[src/rtl/hazard_if.sv]
// Hazard-control bundle between the 5-stage datapath and hazard_ctrl.
// The datapath is the master: it reports pipeline status and consumes stall/clear.
interface hazard_if;
  logic [4:0] id_rs1;
  logic [4:0] id_rs2;
  logic       id_use_rs1;
  logic       id_use_rs2;
  logic [4:0] ex_rd;
  logic       ex_load;
  logic       ex_redirect;
  logic       ex_mc_start;
  logic       ex_mc_done;
  logic       mem_req;
  logic       mem_ready;
  logic       pc_stall;
  logic       if_id_stall;
  logic       if_id_clear;
  logic       id_ex_stall;
  logic       id_ex_clear;
  logic       ex_mem_stall;
  logic       ex_mem_clear;
  logic       mem_wb_clear;

  modport master (
    output id_rs1, id_rs2, id_use_rs1, id_use_rs2, ex_rd, ex_load, ex_redirect,
           ex_mc_start, ex_mc_done, mem_req, mem_ready,
    input  pc_stall, if_id_stall, if_id_clear, id_ex_stall, id_ex_clear,
           ex_mem_stall, ex_mem_clear, mem_wb_clear
  );

  modport slave (
    input  id_rs1, id_rs2, id_use_rs1, id_use_rs2, ex_rd, ex_load, ex_redirect,
           ex_mc_start, ex_mc_done, mem_req, mem_ready,
    output pc_stall, if_id_stall, if_id_clear, id_ex_stall, id_ex_clear,
           ex_mem_stall, ex_mem_clear, mem_wb_clear
  );
endinterface

[src/rtl/hazard_ctrl.sv]
// Pipeline sequencing controller: load-use, redirect, data-memory wait and
// multi-cycle EX wait handling, with a saturating stall-cycle counter.
module hazard_ctrl #(
  parameter int CNT_W = 32
) (
  input  logic             clk,
  input  logic             rst,
  hazard_if.slave          hz,
  output logic [1:0]       ctrl_state,
  output logic [CNT_W-1:0] stall_cycles
);
  typedef enum logic [1:0] {RUN = 2'd0, MEM_WAIT = 2'd1, MC_WAIT = 2'd2} state_t;

  // {pc_stall, if_id_stall, if_id_clear, id_ex_stall, id_ex_clear, ex_mem_stall, ex_mem_clear, mem_wb_clear}
  localparam logic [7:0] C_FREEZE = 8'b1101_0101;
  localparam logic [7:0] C_MC     = 8'b1101_0010;
  localparam logic [7:0] C_RED    = 8'b0010_1000;
  localparam logic [7:0] C_LU     = 8'b1100_1000;

  state_t           state, state_nx;
  logic             lu, mw, run_eval;
  logic [7:0]       ctl;
  logic [CNT_W-1:0] cnt;

  assign lu = hz.ex_load && (hz.ex_rd != 5'd0) &&
              ((hz.id_use_rs1 && (hz.id_rs1 == hz.ex_rd)) ||
               (hz.id_use_rs2 && (hz.id_rs2 == hz.ex_rd)));
  assign mw = hz.mem_req && !hz.mem_ready;

  always_comb begin
    ctl      = '0;
    state_nx = state;
    run_eval = 1'b0;
    case (state)
      RUN:      run_eval = 1'b1;
      MEM_WAIT: if (!hz.mem_ready) ctl = C_FREEZE;
                else run_eval = 1'b1;   // EX was frozen, so re-judge it on release
      MC_WAIT: begin
        if (mw)                  ctl = C_FREEZE;
        else if (!hz.ex_mc_done) ctl = C_MC;
        else                     state_nx = RUN;
      end
      default:  state_nx = RUN;
    endcase
    if (run_eval) begin
      state_nx = RUN;
      if (mw) begin
        ctl      = C_FREEZE;
        state_nx = MEM_WAIT;
      end else if (hz.ex_mc_start && !hz.ex_mc_done) begin
        ctl      = C_MC;
        state_nx = MC_WAIT;
      end else if (hz.ex_redirect) begin
        ctl = C_RED;
      end else if (lu) begin
        ctl = C_LU;
      end
    end
    if (rst) ctl = '0;
  end

  assign {hz.pc_stall, hz.if_id_stall, hz.if_id_clear, hz.id_ex_stall,
          hz.id_ex_clear, hz.ex_mem_stall, hz.ex_mem_clear, hz.mem_wb_clear} = ctl;

  always_ff @(posedge clk) begin
    if (rst) begin
      state <= RUN;
      cnt   <= '0;
    end else begin
      state <= state_nx;
      if (ctl[7] && (cnt != {CNT_W{1'b1}}))
        cnt <= cnt + {{(CNT_W-1){1'b0}}, 1'b1};
    end
  end

  assign ctrl_state   = state;
  assign stall_cycles = cnt;
endmodule
[src/flat_wrapper.sv]
// flat-port wrapper written by rule: the top's interface ports become plain ports
module hazard_ctrl_flat 
#(
  parameter int CNT_W = 32
)
  (clk, rst, ctrl_state, stall_cycles, hz_id_rs1, hz_id_rs2, hz_id_use_rs1, hz_id_use_rs2, hz_ex_rd, hz_ex_load, hz_ex_redirect, hz_ex_mc_start, hz_ex_mc_done, hz_mem_req, hz_mem_ready, hz_pc_stall, hz_if_id_stall, hz_if_id_clear, hz_id_ex_stall, hz_id_ex_clear, hz_ex_mem_stall, hz_ex_mem_clear, hz_mem_wb_clear);
  hazard_if hz_i ();
  input  logic clk;
  input  logic rst;
  output logic [1:0] ctrl_state;
  output logic [CNT_W-1:0] stall_cycles;
  input wire logic [$bits(hz_i.id_rs1)-1:0] hz_id_rs1;
  input wire logic [$bits(hz_i.id_rs2)-1:0] hz_id_rs2;
  input wire logic [$bits(hz_i.id_use_rs1)-1:0] hz_id_use_rs1;
  input wire logic [$bits(hz_i.id_use_rs2)-1:0] hz_id_use_rs2;
  input wire logic [$bits(hz_i.ex_rd)-1:0] hz_ex_rd;
  input wire logic [$bits(hz_i.ex_load)-1:0] hz_ex_load;
  input wire logic [$bits(hz_i.ex_redirect)-1:0] hz_ex_redirect;
  input wire logic [$bits(hz_i.ex_mc_start)-1:0] hz_ex_mc_start;
  input wire logic [$bits(hz_i.ex_mc_done)-1:0] hz_ex_mc_done;
  input wire logic [$bits(hz_i.mem_req)-1:0] hz_mem_req;
  input wire logic [$bits(hz_i.mem_ready)-1:0] hz_mem_ready;
  output wire logic [$bits(hz_i.pc_stall)-1:0] hz_pc_stall;
  output wire logic [$bits(hz_i.if_id_stall)-1:0] hz_if_id_stall;
  output wire logic [$bits(hz_i.if_id_clear)-1:0] hz_if_id_clear;
  output wire logic [$bits(hz_i.id_ex_stall)-1:0] hz_id_ex_stall;
  output wire logic [$bits(hz_i.id_ex_clear)-1:0] hz_id_ex_clear;
  output wire logic [$bits(hz_i.ex_mem_stall)-1:0] hz_ex_mem_stall;
  output wire logic [$bits(hz_i.ex_mem_clear)-1:0] hz_ex_mem_clear;
  output wire logic [$bits(hz_i.mem_wb_clear)-1:0] hz_mem_wb_clear;
  assign hz_i.id_rs1 = hz_id_rs1;
  assign hz_i.id_rs2 = hz_id_rs2;
  assign hz_i.id_use_rs1 = hz_id_use_rs1;
  assign hz_i.id_use_rs2 = hz_id_use_rs2;
  assign hz_i.ex_rd = hz_ex_rd;
  assign hz_i.ex_load = hz_ex_load;
  assign hz_i.ex_redirect = hz_ex_redirect;
  assign hz_i.ex_mc_start = hz_ex_mc_start;
  assign hz_i.ex_mc_done = hz_ex_mc_done;
  assign hz_i.mem_req = hz_mem_req;
  assign hz_i.mem_ready = hz_mem_ready;
  assign hz_pc_stall = hz_i.pc_stall;
  assign hz_if_id_stall = hz_i.if_id_stall;
  assign hz_if_id_clear = hz_i.if_id_clear;
  assign hz_id_ex_stall = hz_i.id_ex_stall;
  assign hz_id_ex_clear = hz_i.id_ex_clear;
  assign hz_ex_mem_stall = hz_i.ex_mem_stall;
  assign hz_ex_mem_clear = hz_i.ex_mem_clear;
  assign hz_mem_wb_clear = hz_i.mem_wb_clear;
  hazard_ctrl #(.CNT_W(CNT_W)) u_core (.clk(clk), .rst(rst), .hz(hz_i), .ctrl_state(ctrl_state), .stall_cycles(stall_cycles));
endmodule
[config.mk]
export PLATFORM = sky130hd
export DESIGN_NAME = hazard_ctrl_flat
export DESIGN_NICKNAME = d
export VERILOG_FILES = /design/src/rtl/hazard_if.sv /design/src/rtl/hazard_ctrl.sv /design/src/flat_wrapper.sv
export SDC_FILE = /design/constraint.sdc
export NUM_CORES = 1
export LEC_CHECK = 0
export CORE_MARGIN = 2
export CORE_UTILIZATION = 51
export DETAILED_ROUTE_END_ITERATION = 16
export PLACE_DENSITY_LB_ADDON = 0.08
export SLEW_MARGIN = 20
export SYNTH_ARGS = -nofsm -noshare
export SYNTH_HDL_FRONTEND = slang
export SYNTH_SLANG_ARGS = --single-unit
[constraint.sdc]
create_clock -name clk -period 6 [get_ports clk]
set_input_delay 0.6 -clock clk [delete_from_list [all_inputs] [get_ports clk]]
set_output_delay 0.6 -clock clk [all_outputs]
set_load 0.01 [all_outputs]
==> results of run 1 <==
==> cells in the final DEF, fill, tap and decap left out, types with 3 or more instances in the layout <==
master           instances
and2_1                   3
dfxtp_1                 34
nor4_1                   3
and3_1                   4
mux2_1                   4
clkbuf_8                 6
nor2b_1                  6
a21oi_1                  5
and4_1                   4
nand3_1                  9
nor3_1                   6
nor4_2                  13
mux2i_1                  6
xnor2_1                 29
inv_1                    5
nand4_1                 19
ha_1                     5
buf_4                    3
nor2_1                  43
clkdlybuf4s50_1         65
nand2_1                 25
==> registers in the layout (all words and copies together), names as in the netlist <==
name and count:
u_core.stall_cycles 32, u_core.ctrl_state 2
==> critical path, delay by kind of cell <==
family / cells / cell delay (ns)
AND/OR/NAND/NOR: 3 / 0.95
buffers and inverters: 2 / 1.05
AO/OA/AOI/OAI: 3 / 0.50
==> logic make-up (layout without fill, tap and decap cells) <==
| family | after synthesis | after routing |
|---|---|---|
| multiplexers | 10 | 10 |
| AO/OA/AOI/OAI | 21 | 21 |
| adder cells (fa/ha/maj) | 5 | 5 |
| AND/OR/NAND/NOR | 149 | 149 |
| buffers and inverters | 19 | 84 |
| XOR/XNOR | 29 | 29 |
| flip-flops | 34 | 34 |
==> power by group <==
| group | switching, mW | internal [mW] |
|---|---|---|
| logic | 0.0445 | 0.0403 |
| clock network | 0.0837 | 0.0926 |
| registers | 0.00199 | 0.227 |
==> routing by layer <==
layer  GRT usage  share of wire  up-vias
met1       0.248           0.41      982
met3      0.0534          0.064       10
met5           0              0        -
li1            -              -     1074
met4       0.103          0.017        0
met2       0.393           0.51       76
==> final cells by class <==
type	count	share of cell area
Tap cell	52	0.0216
Timing Repair Buffer	69	0.225
Clock inverter	1	0.00166
Inverter	7	0.00873
Sequential cell	34	0.226
Clock buffer	7	0.0287
Multi-Input combinational cell	214	0.488
==> how the worst min path moves through the flow <==
stage | from | end | slack (ns) | cells after the start
after floorplan | u_core.stall_cycles[6]$_SDFFE_PP0P_ | u_core.stall_cycles[6]$_SDFFE_PP0P_ | 0.49 | 1
after global placement | u_core.stall_cycles[6]$_SDFFE_PP0P_ | u_core.stall_cycles[6]$_SDFFE_PP0P_ | 0.46 | 1
after detailed placement | u_core.stall_cycles[10]$_SDFFE_PP0P_ | u_core.stall_cycles[10]$_SDFFE_PP0P_ | 0.48 | 1
after CTS | u_core.stall_cycles[10]$_SDFFE_PP0P_ | u_core.stall_cycles[10]$_SDFFE_PP0P_ | 0.50 | 1
after global routing | u_core.stall_cycles[10]$_SDFFE_PP0P_ | u_core.stall_cycles[10]$_SDFFE_PP0P_ | 0.52 | 1
final | u_core.stall_cycles[10]$_SDFFE_PP0P_ | u_core.stall_cycles[10]$_SDFFE_PP0P_ | 0.50 | 1
==> metrics by stage <==
step	hold WS, ns	power [mW]	utilization
3_3_place_gp	0.463	0.318	0.680
5_1_grt	0.525	0.509	0.701
3_5_place_dp	0.483	0.320	0.680
6_report	0.500	0.491	0.701
2_1_floorplan	0.486	0.287	-
4_1_cts	0.498	0.496	0.701
==> flow_summary.yaml, run 1 <==
status:
  status: "finished, final reports clean"
synthesis:
  synth_edf_count: 0
  ys_ff_latch: 34
  ys_types: 49
  yosysWarnings: 0
  synth_xor_area_frac: 0.113
  synth.yosys.seq_area_share: 0.303
  synth.top_cells.by_area: "dfxtp_1, xnor2_1, nor4_2, nor2_1, nand4_1"
  yosys.area.top_type: "dfxtp_1"
  yosys.area_share.simple: 0.390
  synth_top_family_by_area: "simple AND/OR/NAND/NOR gates"
  synth_area_per_cell_sq_um: 8.42
  synthArstFlopShare: 0
  synth-adder-area-share: 0.0278
  synth.most_common_cell: "nor2_1"
  syn_area_sq_mm: 0.00225
  synth_compound_area_frac: 0.0762
  yosysTopAreaCellShare: 0.303
  syn_nets: 297
  synth_ff_type: "dfxtp_1"
  netlist_top_cells_count: "nor2_1, dfxtp_1, xnor2_1"
  muxShareOfSynthArea: 0.0467
  syn_inst: 267
setup_path:
  crit_type: "in -> out"
  worstSetupStartpoint: "hz_ex_rd[0]"
  cp-start-kind: "input port"
  cp_data_required_time_ns: 5.40
  cpMostUsedCell: "clkdlybuf4s50_1"
  reg2reg_from: "u_core.ctrl_state[0]$_SDFFE_PP0P_"
  r2r-end: "u_core.stall_cycles[13]$_SDFFE_PP0P_"
  end_kind: "primary output"
  cp_cell_sequence: "clkdlybuf4s50_1 -> or4_1 -> o21ai_2 -> and2b_1 -> nor2_1 -> o21bai_1 -> a211oi_1 -> clkdlybuf4s50_1"
  max_stage_delay_ns: 0.58
  arrival_ns: 3.10
  reg2regPathDepth: 10
  critical_path.max_fanout: 4
  reg2reg_slack_ns: 3.09
  critPathCapture: "hz_ex_mem_clear"
  cp_slowest_cell: "clkdlybuf4s50_1"
cts:
  clockBufferDepth: 2
  cts.sinks: 34
  cts_buffers: 5
  ctsHoldBuffers: 0
  cts_resized: 0
  clkLatencyLatePin_ns: 0.28
  clockRootBuffer: "clkbuf_8"
  cts.htree.levels: 2
  cts_setup_buffers: 0
  cts_tree: "done"
  clkTransAtPathRegs_ns: 0.07
detailed_routing:
  routed_wl_mm: 5.32
  drc: 0
  antenna_left: 0
  wl_per_cell_microns: 13.9
  detail_route.vias_per_cell: 5.58
  drt_iter0_markers: 122
  via_count: 2142
  first_pass_iters: 4
final_layout:
  fin_nets: 361
  diodes: 0
  drive_gt1_frac: 0.0994
  nFillCells: 375
  register_area_sq_um: 681
  multiInputGateArea_sq_mm: 0.00147
  fin_area_sq_mm: 0.00301
  fin_cells: 384
  area_growth_pct: 33.9
floorplanning:
  fp.dieH_microns: 70.4
  die_area_sq_mm: 0.00496
  io_pins: 67
  dieWidth_microns: 70.4
  initial_core_util: 0.524
  coreArea_sq_mm: 0.00429
  num_rows: 24
placed_design:
  placed_cells: 376
  dp_slack_ns: 2.29
  place_area_sq_mm: 0.00292
  hpwlAfterDp_mm: 3.95
  gp_congestion: 0.804
  port_buffers: 66
timing:
  min_period_ns: 3.70
  tns_ns: 0
  finalCritPeriodShare: 0.617
  tightest_slew_ns: 0.511
  finClkSkew_ns: 0.00414
  final-hold-violation-count: 0
  fmax_mhz: 270
  setup_viol: 0
  rsz0062_at_grt: "false"
  fin_ws_ns: 2.30
  final_max_slew_viol_count: 0
  max_slew_margin: 0.657
power:
  p_leak_nw: 1.04
  ir_drop_uv: 97.3
  power_density_mw_per_mm2: 163
grt:
  grt_antenna_before_repair: 0
  grt_overflow: 0
  track_usage: 0.222
  first_global_vias: 2049
  grt_max_degree: 31
  grt_first_pass_wirelength_mm: 8.94
min_path:
  hp-class: "reg -> reg"
job:
  maxCapViolations: 0
(Power assumes the default switching activity.)
==> run 2: changes to the inputs <==
Settings changed: CORE_UTILIZATION 51 to 47.
Clock period 6 ns to 3.75 ns, I/O delays scaled along.
==> flow_summary.yaml, run 2 (synthesis gave the netlist of run 1 again) <==
power:
  seqPwrFrac: 0.469
  ir_drop_uv: 122
  p_leak_nw: 1.04
  p_switching_uw: 206
  p_sw_frac: 0.263
  finalPower_uw: 783
  combPwrFrac: 0.174
  p_int_uw: 577
  power_frac_clock: 0.357
  power_density_mw_per_mm2: 260
timing:
  fmax_mhz: 311
  rsz0062_at_grt: "false"
  finalCritPeriodShare: 0.858
  final-hold-violation-count: 0
  fin_ws_ns: 0.532
  tightest_slew_ns: 0.670
  max_slew_margin: 0.550
  tns_ns: 0
  final_max_slew_viol_count: 0
  setup_viol: 0
  timing.hold.ws_ns: 0.484
  finClkSkew_ns: 0.00553
  min_period_ns: 3.22
grt:
  grt_max_degree: 55
  grt_overflow: 0
  grt_antenna_before_repair: 0
  first_global_vias: 2039
  grt_first_pass_wirelength_mm: 8.80
  track_usage: 0.206
detailed_routing:
  routed_wl_mm: 5.22
  via_count: 2143
  detail_route.vias_per_cell: 5.55
  wl_per_cell_microns: 13.5
  antenna_left: 0
  met2_length_mm: 2.60
  first_pass_iters: 4
  drc: 0
  wl_met1_mm: 2.29
  top_layer: "met4"
  met3_length_microns: 283
  drt_iter0_markers: 154
placed_design:
  gp_congestion: 0.784
  placed_cells: 378
  port_buffers: 66
  hpwlAfterDp_mm: 3.86
  dp_slack_ns: 0.544
  place_area_sq_mm: 0.00292
cts:
  cts_resized: 0
  cts.sinks: 34
  cts.htree.levels: 2
  cts_tree: "done"
  clkTransAtPathRegs_ns: 0.07
  cts_setup_buffers: 0
  clockRootBuffer: "clkbuf_8"
  clockBufferDepth: 2
  clkLatencyLatePin_ns: 0.28
  cts_buffers: 5
  ctsHoldBuffers: 0
final_layout:
  fin_nets: 361
  area_growth_pct: 34.0
  largest_reg_flops: 32
  drive_gt1_frac: 0.0994
  final_common_cell: "clkdlybuf4s50_1"
  fin_area_sq_mm: 0.00301
  fin_cells: 386
  utilization: 0.646
  diodes: 0
  layout_common_cells: "clkdlybuf4s50_1, nor2_1, dfxtp_1"
setup_path:
  cp_data_required_time_ns: 3.38
  crit_type: "in -> out"
  cpMostUsedCell: "clkdlybuf4s50_1"
  cp_cell_sequence: "clkdlybuf4s50_1 -> or4_1 -> o21ai_2 -> and2b_1 -> nor2_1 -> o21bai_1 -> a211oi_1 -> clkdlybuf4s50_1"
  critical_path.max_fanout: 4
  max_stage_delay_ns: 0.57
  cp_slowest_cell: "clkdlybuf4s50_1"
  arrival_ns: 2.84
  cp-start-kind: "input port"
  end_kind: "primary output"
min_path:
  hp-class: "reg -> reg"
job:
  maxCapViolations: 0
floorplanning:
  num_rows: 25
  fp.dieH_microns: 73.2
  io_pins: 67
  initial_core_util: 0.482
  dieWidth_microns: 73.2
  coreArea_sq_mm: 0.00466
  die_area_sq_mm: 0.00535
status:
  status: "finished, final reports clean"
## run 2: path summary, 6_finish.rpt
| kind | endpoint | cells after the start | slack, ns | from |
|---|---|---|---|---|
| hold reg to reg | u_core.stall_cycles[6]$_SDFFE_PP0P_ | 1 | 0.48 | u_core.stall_cycles[6]$_SDFFE_PP0P_ |
| hold / removal | u_core.stall_cycles[6]$_SDFFE_PP0P_ | 1 | 0.48 | u_core.stall_cycles[6]$_SDFFE_PP0P_ |
| setup reg to reg | u_core.stall_cycles[13]$_SDFFE_PP0P_ | 10 | 0.79 | u_core.ctrl_state[1]$_SDFFE_PP0P_ |
| setup / recovery | hz_ex_mem_clear | 8 | 0.53 | hz_ex_rd[0] |
## run 2: metal layers
layer | global-route usage | up-vias
met5 | 0 | -
met1 | 0.250 | 1001
met3 | 0.0525 | 4
li1 | - | 1072
met2 | 0.353 | 66
met4 | 0.0638 | 0
## run 2: final cells by class
class                   instances  area, sq um
clock buffers                   7         86.3
clock inverters                 1         5.00
fillers                       406         1650
inverters                       7         26.3
multi-input cells             214         1470
flip-flops and latches         34          681
well taps                      54         67.6
repair buffers                 69          678
## run 2: critical path, delay by kind of cell
family	cells	cell delay (ns)
AO/OA/AOI/OAI	3	0.48
AND/OR/NAND/NOR	3	0.95
buffers and inverters	2	1.03
## run 2: power groups by stage
| stage | Clock, mW | Combinational (mW) | Sequential (mW) |
|---|---|---|---|
| 6_report | 0.279 | 0.136 | 0.367 |
| 5_1_grt | 0.303 | 0.148 | 0.367 |
| 4_1_cts | 0.286 | 0.137 | 0.367 |
| 3_5_place_dp | 0 | 0.136 | 0.375 |
| 3_3_place_gp | 0 | 0.135 | 0.375 |
| 2_1_floorplan | 0 | 0.0823 | 0.376 |
==> run 3: changes to the inputs <==
Settings changed: HOLD_SLACK_MARGIN set to 0.03.
==> results of run 3 <==
No change in the layout: final DEF, timing and power equal those of run 2.
